--- config.mk ---
export PLATFORM = sky130hd
export DESIGN_NAME = pc_sequencer
export DESIGN_NICKNAME = d
export VERILOG_FILES = /design/src/rtl/cpu_pkg.sv /design/src/rtl/branch_target_adder.sv /design/src/rtl/pc_sequencer.sv
export SDC_FILE = /design/constraint.sdc
export NUM_CORES = 1
export LEC_CHECK = 0
export BUFFER_PORTS_ARGS = -buffer_cell sky130_fd_sc_hd__buf_2
export CORE_MARGIN = 3
export CORE_UTILIZATION = 51
export CTS_CLUSTER_DIAMETER = 50
export DETAILED_ROUTE_END_ITERATION = 8
export PLACE_DENSITY = 0.87
export SLEW_MARGIN = 0
export SYNTH_ARGS = -nofsm -noshare
export SYNTH_HDL_FRONTEND = slang
export SYNTH_SLANG_ARGS = --single-unit
export TNS_END_PERCENT = 30
--- constraint.sdc ---
create_clock -name clk -period 4.83 [get_ports clk]
set_input_delay 0.2415 -clock clk [delete_from_list [all_inputs] [get_ports clk]]
set_output_delay 0.2415 -clock clk [all_outputs]
set_load 0.03 [all_outputs]
--- src/rtl/cpu_pkg.sv ---
`default_nettype none
// +----------------------------------------------------------------------+
// | cpu_pkg: shared encodings for the single-issue MIPS fetch front end   |
// | Revision: 1.0                                                        |
// +----------------------------------------------------------------------+
package cpu_pkg;

  localparam logic [2:0] PCSEL_SEQ  = 3'd0;
  localparam logic [2:0] PCSEL_BR   = 3'd1;
  localparam logic [2:0] PCSEL_J    = 3'd2;
  localparam logic [2:0] PCSEL_JR   = 3'd3;
  localparam logic [2:0] PCSEL_ERET = 3'd4;

  localparam logic [31:0] RESET_PC   = 32'h0040_0000;
  localparam logic [31:0] EXC_VECTOR = 32'h0040_0004;

  typedef enum logic [0:0] {
    ST_RUN  = 1'b0,
    ST_HOLD = 1'b1
  } state_e;

endpackage
`default_nettype wire

--- src/rtl/branch_target_adder.sv ---
`default_nettype none
// +----------------------------------------------------------------------+
// | branch_target_adder: pc_plus4 + sign-extended word offset (mod 2^32)  |
// | Revision: 1.0                                                        |
// +----------------------------------------------------------------------+
module branch_target_adder (
  input  logic [31:0] i_pc_plus4,
  input  logic [15:0] i_imm16,
  output logic [31:0] o_target
);

  logic [31:0] w_offset;

  assign w_offset = {{14{i_imm16[15]}}, i_imm16, 2'b00};
  assign o_target = i_pc_plus4 + w_offset;

endmodule
`default_nettype wire

--- src/rtl/pc_sequencer.sv ---
`default_nettype none
// +----------------------------------------------------------------------+
// | pc_sequencer: PC register, next-PC select, stall hold, retire count   |
// | Revision: 1.0                                                        |
// +----------------------------------------------------------------------+
module pc_sequencer #(
  parameter logic [31:0] RESET_PC   = cpu_pkg::RESET_PC,
  parameter logic [31:0] EXC_VECTOR = cpu_pkg::EXC_VECTOR,
  parameter int          CNT_W      = 32
) (
  input  logic             clk,
  input  logic             rst,
  input  logic             stall,
  input  logic [2:0]       pc_sel,
  input  logic             branch_taken,
  input  logic [15:0]      imm16,
  input  logic [31:0]      jt_in,
  input  logic [31:0]      rs_val,
  input  logic [31:0]      epc_in,
  input  logic             exc_req,
  output logic [31:0]      pc_out,
  output logic [31:0]      pc_plus4,
  output logic [3:0]       pc_hi,
  output logic             misalign,
  output logic [CNT_W-1:0] instr_count
);

  import cpu_pkg::*;

  localparam logic [CNT_W-1:0] c_cnt_one = {{(CNT_W-1){1'b0}}, 1'b1};

  state_e           r_state;
  state_e           w_state_nxt;
  logic             w_update;
  logic [31:0]      r_pc;
  logic             r_misalign;
  logic [CNT_W-1:0] r_count;
  logic [31:0]      w_pc_plus4;
  logic [31:0]      w_br_target;
  logic [31:0]      w_next_pc;

  assign w_pc_plus4 = r_pc + 32'd4;

  branch_target_adder u_bta (
    .i_pc_plus4 (w_pc_plus4),
    .i_imm16    (imm16),
    .o_target   (w_br_target)
  );

  // Undefined selects 5-7 fall through to sequential.
  always_comb begin
    w_next_pc = w_pc_plus4;
    if (exc_req) begin
      w_next_pc = EXC_VECTOR;
    end else begin
      case (pc_sel)
        PCSEL_ERET: w_next_pc = epc_in;
        PCSEL_JR:   w_next_pc = rs_val;
        PCSEL_J:    w_next_pc = jt_in;
        PCSEL_BR:   w_next_pc = branch_taken ? w_br_target : w_pc_plus4;
        default:    w_next_pc = w_pc_plus4;
      endcase
    end
  end

  always_comb begin
    w_state_nxt = r_state;
    w_update    = 1'b0;
    case (r_state)
      ST_RUN: begin
        if (stall) begin
          w_state_nxt = ST_HOLD;
        end else begin
          w_update = 1'b1;
        end
      end
      ST_HOLD: begin
        if (!stall) begin
          w_state_nxt = ST_RUN;
          w_update    = 1'b1;
        end
      end
      default: w_state_nxt = ST_RUN;
    endcase
  end

  always_ff @(posedge clk) begin
    if (rst) begin
      r_state    <= ST_RUN;
      r_pc       <= RESET_PC;
      r_misalign <= 1'b0;
      r_count    <= '0;
    end else begin
      r_state <= w_state_nxt;
      if (w_update) begin
        r_pc       <= w_next_pc;
        r_misalign <= |w_next_pc[1:0];
        r_count    <= r_count + c_cnt_one;
      end
    end
  end

  assign pc_out      = r_pc;
  assign pc_plus4    = w_pc_plus4;
  assign pc_hi       = w_pc_plus4[31:28];
  assign misalign    = r_misalign;
  assign instr_count = r_count;

endmodule
`default_nettype wire

==> results of run 1 <==
## layer usage
layer / vias to the layer above / part of all wire, %
met5: - / 0
met4: 0 / 3.0
met3: 47 / 10
met2: 396 / 47
met1: 3158 / 40
li1: 3243 / -
## report_power, final
| group | switching, W | total (W) | internal (W) |
|---|---|---|---|
| Combinational | 0.000293 | 0.000476 | 0.000183 |
| Clock | 0.000273 | 0.000678 | 0.000405 |
| Sequential | 0.0000209 | 0.000571 | 0.000550 |
| Total | 0.000586 | 0.00172 | 0.00114 |
## stage by stage
step                      std cells  hold slack [ps]
after detailed placement       1087              482
after CTS                      1103              233
after floorplan                 763              459
after global routing           1103              251
final                          1103              253
after global placement         1087              484
## state kept, by name (all words and copies together) (netlist names)
register,flops
instr_count,32
misalign,1
pc_out,32
## worst max-delay path by stage
stage / start / endpoint / slack (ps) / depth (start not counted)
detailed placement: pc_out[2] / pc_out[31] / 700 / 15
finish: pc_out[2] / pc_out[31] / 640 / 15
global placement: pc_out[3] / pc_out[31] / 850 / 15
global route: pc_out[3] / pc_out[31] / 360 / 15
CTS: pc_out[2] / pc_out[31] / 670 / 15
floorplan: pc_out[3] / pc_out[31] / 370 / 16
## layout by cell type, fill, tap and decap left out, drive strengths merged, types with 5 or more instances in the layout
cell	instances
and3	16
nor2b	13
a31oi	7
nand2b	6
mux2	17
a211oi	5
o22ai	16
o21ai	56
nand3	29
ha	36
a222oi	15
a211o	5
nor2	65
o211ai	6
a221oi	8
a21oi	55
clkbuf	9
nor3	20
xnor2	44
nand2	66
xor2	35
nand4	17
a21o	18
dfxtp	65
a22oi	11
clkinv	6
buf	225
a22o	7
inv	20
or3	9
o21a	10
## critical path: stages (launching register included)
cell	delay (ps)
dfxtp_1	400
ha_1	230
nand4_1	180
nor2_1	470
nand4_1	180
xnor2_1	300
ha_1	370
a21o_1	240
a31o_1	230
nor2b_1	130
a311o_1	360
o211a_1	270
o41ai_4	220
mux2i_1	250
xnor2_1	140
o211ai_1	90
## area by class of cell
cell class                      instances  area [um2]
Clock buffer                            9         225
Clock inverter                          7        78.8
Fill cell                             995        3740
Inverter                               20        75.1
Multi-Input combinational cell        637        4290
Sequential cell                        65        1300
Tap cell                              140         175
Timing Repair Buffer                  225        1140
## cells by family after synthesis
kind of cell / Yosys count / share of synthesized area, %
buffers and inverters: 61 / 4.45
AO/OA/AOI/OAI: 248 / 28.8
AND/OR/NAND/NOR: 252 / 20.7
multiplexers: 21 / 3.96
adder cells (fa/ha/maj): 37 / 8.05
flip-flops: 65 / 22.3
XOR/XNOR: 79 / 11.8
==> impl_results.md, run 1 <==
* Number of top-level pins at 221
* Vias at 6844
* Most used DFF post-synth: dfxtp_1
* Gr busiest metal: met2
* DRT Pass-1 Iters at 8
* DRT iter0 DRCs at 654
* CTS clk-pin slew, worst paths at 60 ps
* Design area at 7290 um2
* Biggest area consumer among synthesized cells: dfxtp_1
* CTS H-Tree Depth at 3
* CTS hold repair buffers at 0
* Util after Layout at 66.1%
* Slew headroom at 26.1%
* Status: finished, final reports clean
* Most instantiated cells after synthesis: nand2_1 (66), dfxtp_1 (65), nor2_1 (65)
* Final setup TNS at 0 ps
* Crit path arrival time at 4390 ps
* Final setup violation count at 0
* Root buffer cell: clkbuf_16
* Max Transition Viols Final at 0
* Met3 Usage GRT at 5.56%
* Sequential element share of the synthesized area at 22.3%
* Clock sinks at 65
* Starting Density at 53.0%
* First-pass GRT wire length at 32700 um
* Met2 Use GR at 52.8%
* Max Freq at 239 MHz
* GP Congestion at 1.00
* R2r endpoint: pc_out[31]
* Vias in the first global route at 6465
* ANT nets after route at 0
* Grt total ovfl at 0
* Total number of yosys warnings at 0
* Pleak at 3.47 nW
* Final Hold Violating Endpoints at 0
* Cells after synthesis at 763
* Library cells used by synthesis at 61
* Avg Cell Area, Syn at 7.66 um2
* #FFs+latches synth at 65
* CTS tree: yes
* Setup CP Type: register to register
* Clock Tree Buf Depth at 2
* FF-to-FF path depth at 15
* All-Layer GR Usage at 31.5%
* Worst path required time at 5030 ps
* FF-to-FF setup slack at 640 ps
* Met1 Track Usage GR at 40.0%
* Routed length per placed instance at 18.9 um
* Num CTS Buffers at 9
* Core Box Area at 11000 um2
* EDFF count, synth at 0
* Post-place setup slack at 701 ps
* Initial antenna violation count at 0
* Clk_skew at 9.08 ps
* Die ar. at 12800 um2
* Synth Cell Area at 5850 um2
* Largest net degree at the start of global routing at 45
* Total routed wirelength at 20900 um
* Worst-Skew Late Latency at 330 ps
* IO Port Bufs at 220
* Layout cells sized above 1 at 27.8%
* Hold depth at 2
* Fin crit share at 86.7%
* Nets at 1115
* # resized after CTS at 0
* DR DRC count at 0
* Max-Cap Viols at 0
* Syn Nets at 920
* Setup WS post-layout at 641 ps
* Synth area leaders: dfxtp_1 (22%), ha_1 (7.7%), xnor2_1 (6.6%)
* Max FO, Critical Path at 7
* Crit end category: register
* Post-layout min period at 4190 ps
* Worst setup SP type: register
* Post-DP HPWL at 15900 um
* Area Overhead vs Synth at 24.6%
* Hold Path Sink: pc_out[15]
* Total setup buffers inserted after CTS at 0
* Die X at 113 um
* Reg2reg start: pc_out[2]
* Async SR Flop Fraction at 0%
* Final Power at 0.00172 W
* PD cells at 237 nW/um2
* Synth top area share at 22.3%
* Row count at 38
* Maximum vdd drop at 0.226 mV
* RSZ-0062 raised after global routing: false
* Worst slew pin tran at 1100 ps
* Cell area after placement at 6980 um2
* Antenna Cells at 0
* Count leader, synth: nand2_1
* Avg Vias per Cell at 6.20
* Hold_sp: rst
* Worst Hold Class: input pin to register
* Die Height at 113 um
(Power assumes the default switching activity.)
==> run 2: changes to the inputs <==
- clock period: 4.83 -> 4.2 ns (I/O delays scaled with it)
==> impl_results.md, run 2 (synthesis gave the netlist of run 1 again) <==
* Worst slew pin tran at 1160 ps
* Hold_sp: epc_in[14]
* Pleak at 3.56 nW
* Clock sinks at 65
* Avg Vias per Cell at 6.24
* Most common cell after layout, fill and taps aside: buf_2
* Comb pwr share at 28.0%
* Initial antenna violation count at 0
* NetSw at 0.000672 W
* DR DRC count at 0
* R2r endpoint: pc_out[31]
* Die X at 113 um
* Worst Hold Class: input pin to register
* Design area at 7420 um2
* Root buffer cell: clkbuf_16
* Met3 wire len at 2080 um
* Crit end category: register
* Register Area at 1300 um2
* Routed length per placed instance at 18.9 um
* Row count at 38
* PD cells at 270 nW/um2
* All-Layer GR Usage at 31.5%
* Max Used Layer: met4
* Maximum vdd drop at 0.207 mV
* Met2 wire length at 9630 um
* IO Port Bufs at 220
* CTS tree: yes
* Num CTS Buffers at 9
* Starting Density at 53.0%
* Final Hold Violating Endpoints at 0
* Die ar. at 12800 um2
* Worst path required time at 4410 ps
* FF-to-FF path depth at 16
* Pint at 0.00133 W
* Antenna Cells at 0
* CTS H-Tree Depth at 3
* Worst setup SP type: register
* Clock Power Share at 39.3%
* Layout cells sized above 1 at 29.1%
* Max Transition Viols Final at 0
* M1 WL at 8600 um
* Crit path arrival time at 4140 ps
* Multi-input gate area at 4330 um2
* Clk_skew at 11.6 ps
* Max FO, Critical Path at 6
* Post-DP HPWL at 15900 um
* Hold Path Sink: pc_out[14]
* Final setup violation count at 0
* Hold WS at 278 ps
* Most frequent cells in the layout: buf_2 (220), nand2_1 (66), nor2_1 (65), dfxtp_1 (65), a21oi_1 (55)
* Final setup TNS at 0 ps
* Cell area after placement at 7110 um2
* Post-Place Cells at 1100
* Fin crit share at 93.6%
* Largest net degree at the start of global routing at 33
* Fillcell total at 994
* Worst-Skew Late Latency at 340 ps
* Status: finished, final reports clean
* Slew headroom at 22.6%
* ANT nets after route at 0
* Final Non-Filler Cells at 1116
* DRT Pass-1 Iters at 5
* Switching fraction of total power at 33.6%
* Total routed wirelength at 21100 um
* Die Height at 113 um
* Clock Tree Buf Depth at 2
* Setup CP Type: register to register
* Area Overhead vs Synth at 26.9%
* Number of top-level pins at 221
* First-pass GRT wire length at 32900 um
* Post-layout min period at 3930 ps
* Vias in the first global route at 6614
* Max-Cap Viols at 0
* FF-to-FF setup slack at 270 ps
* Grt total ovfl at 0
* Reg2reg start: pc_out[2]
* GP Congestion at 1.01
* RSZ-0062 raised after global routing: false
* Hold depth at 4
* Nets at 1128
* Max Freq at 254 MHz
* Sequential Power Share at 32.8%
* DRT iter0 DRCs at 677
* CTS clk-pin slew, worst paths at 70 ps
* Core Box Area at 11000 um2
* Vias at 6959
[run 2: metal layers]
layer / GRT usage (%) / up-vias
li1: - / 3280
met1: 40.2 / 3183
met2: 51.8 / 430
met3: 5.67 / 66
met4: 14.7 / 0
met5: 0 / -
[run 2: worst max-delay path by stage]
stage / from / end / slack [ps] / cells after the start
final: pc_out[2] / pc_out[31] / 270 / 16
after global routing: pc_out[10] / pc_out[26] / 40 / 14
after CTS: pc_out[2] / pc_out[31] / 350 / 16
after detailed placement: pc_out[2] / pc_out[31] / 360 / 16
after global placement: pc_out[2] / pc_out[31] / 480 / 16
after floorplan: pc_out[3] / pc_out[31] / 20 / 16
[run 2: power groups by stage]
stage	clock network (W)	logic, W	registers, W
after global placement	0	0.000539	0.000666
final	0.000785	0.000559	0.000655
after detailed placement	0	0.000545	0.000667
after CTS	0.000786	0.000549	0.000654
after floorplan	0	0.000337	0.000694
after global routing	0.000812	0.000603	0.000657
[run 2: final cells by class]
cell class	instances	share of cell area [%]
clock inverter	6	0.894
tap	140	2.36
timing repair buffer	238	16.7
sequential	65	17.5
inverter	20	1.01
multi-input combinational	637	58.3
clock buffer	10	3.22
[run 2: through the flow]
step,util (%),setup WS [ps],total power [W]
after floorplan,-,20.7,0.00103
after global placement,64.4,480,0.00121
after detailed placement,64.4,357,0.00121
after CTS,67.2,347,0.00199
after global routing,67.3,42.2,0.00207
final,67.3,268,0.00200
[run 2: what timing repair did]
action / CTS / global route
hold endpoints to repair: 0 / 0
resized for setup: 0 / 1
buffers inserted: 0 / 0
setup endpoints to repair: 0 / 1
hold buffers: 0 / 0
[run 2: worst max-delay path: stages, from the launching register on]
cell	delay [ps]
dfxtp_1	400
ha_1	230
nand4_1	200
nor2_1	150
buf_4	160
nand4_1	240
xnor2_4	240
ha_1	270
a21o_1	200
a31o_1	230
nor2b_1	130
a311o_1	370
o211a_1	270
o41ai_4	220
mux2i_1	250
xnor2_1	150
o211ai_1	100
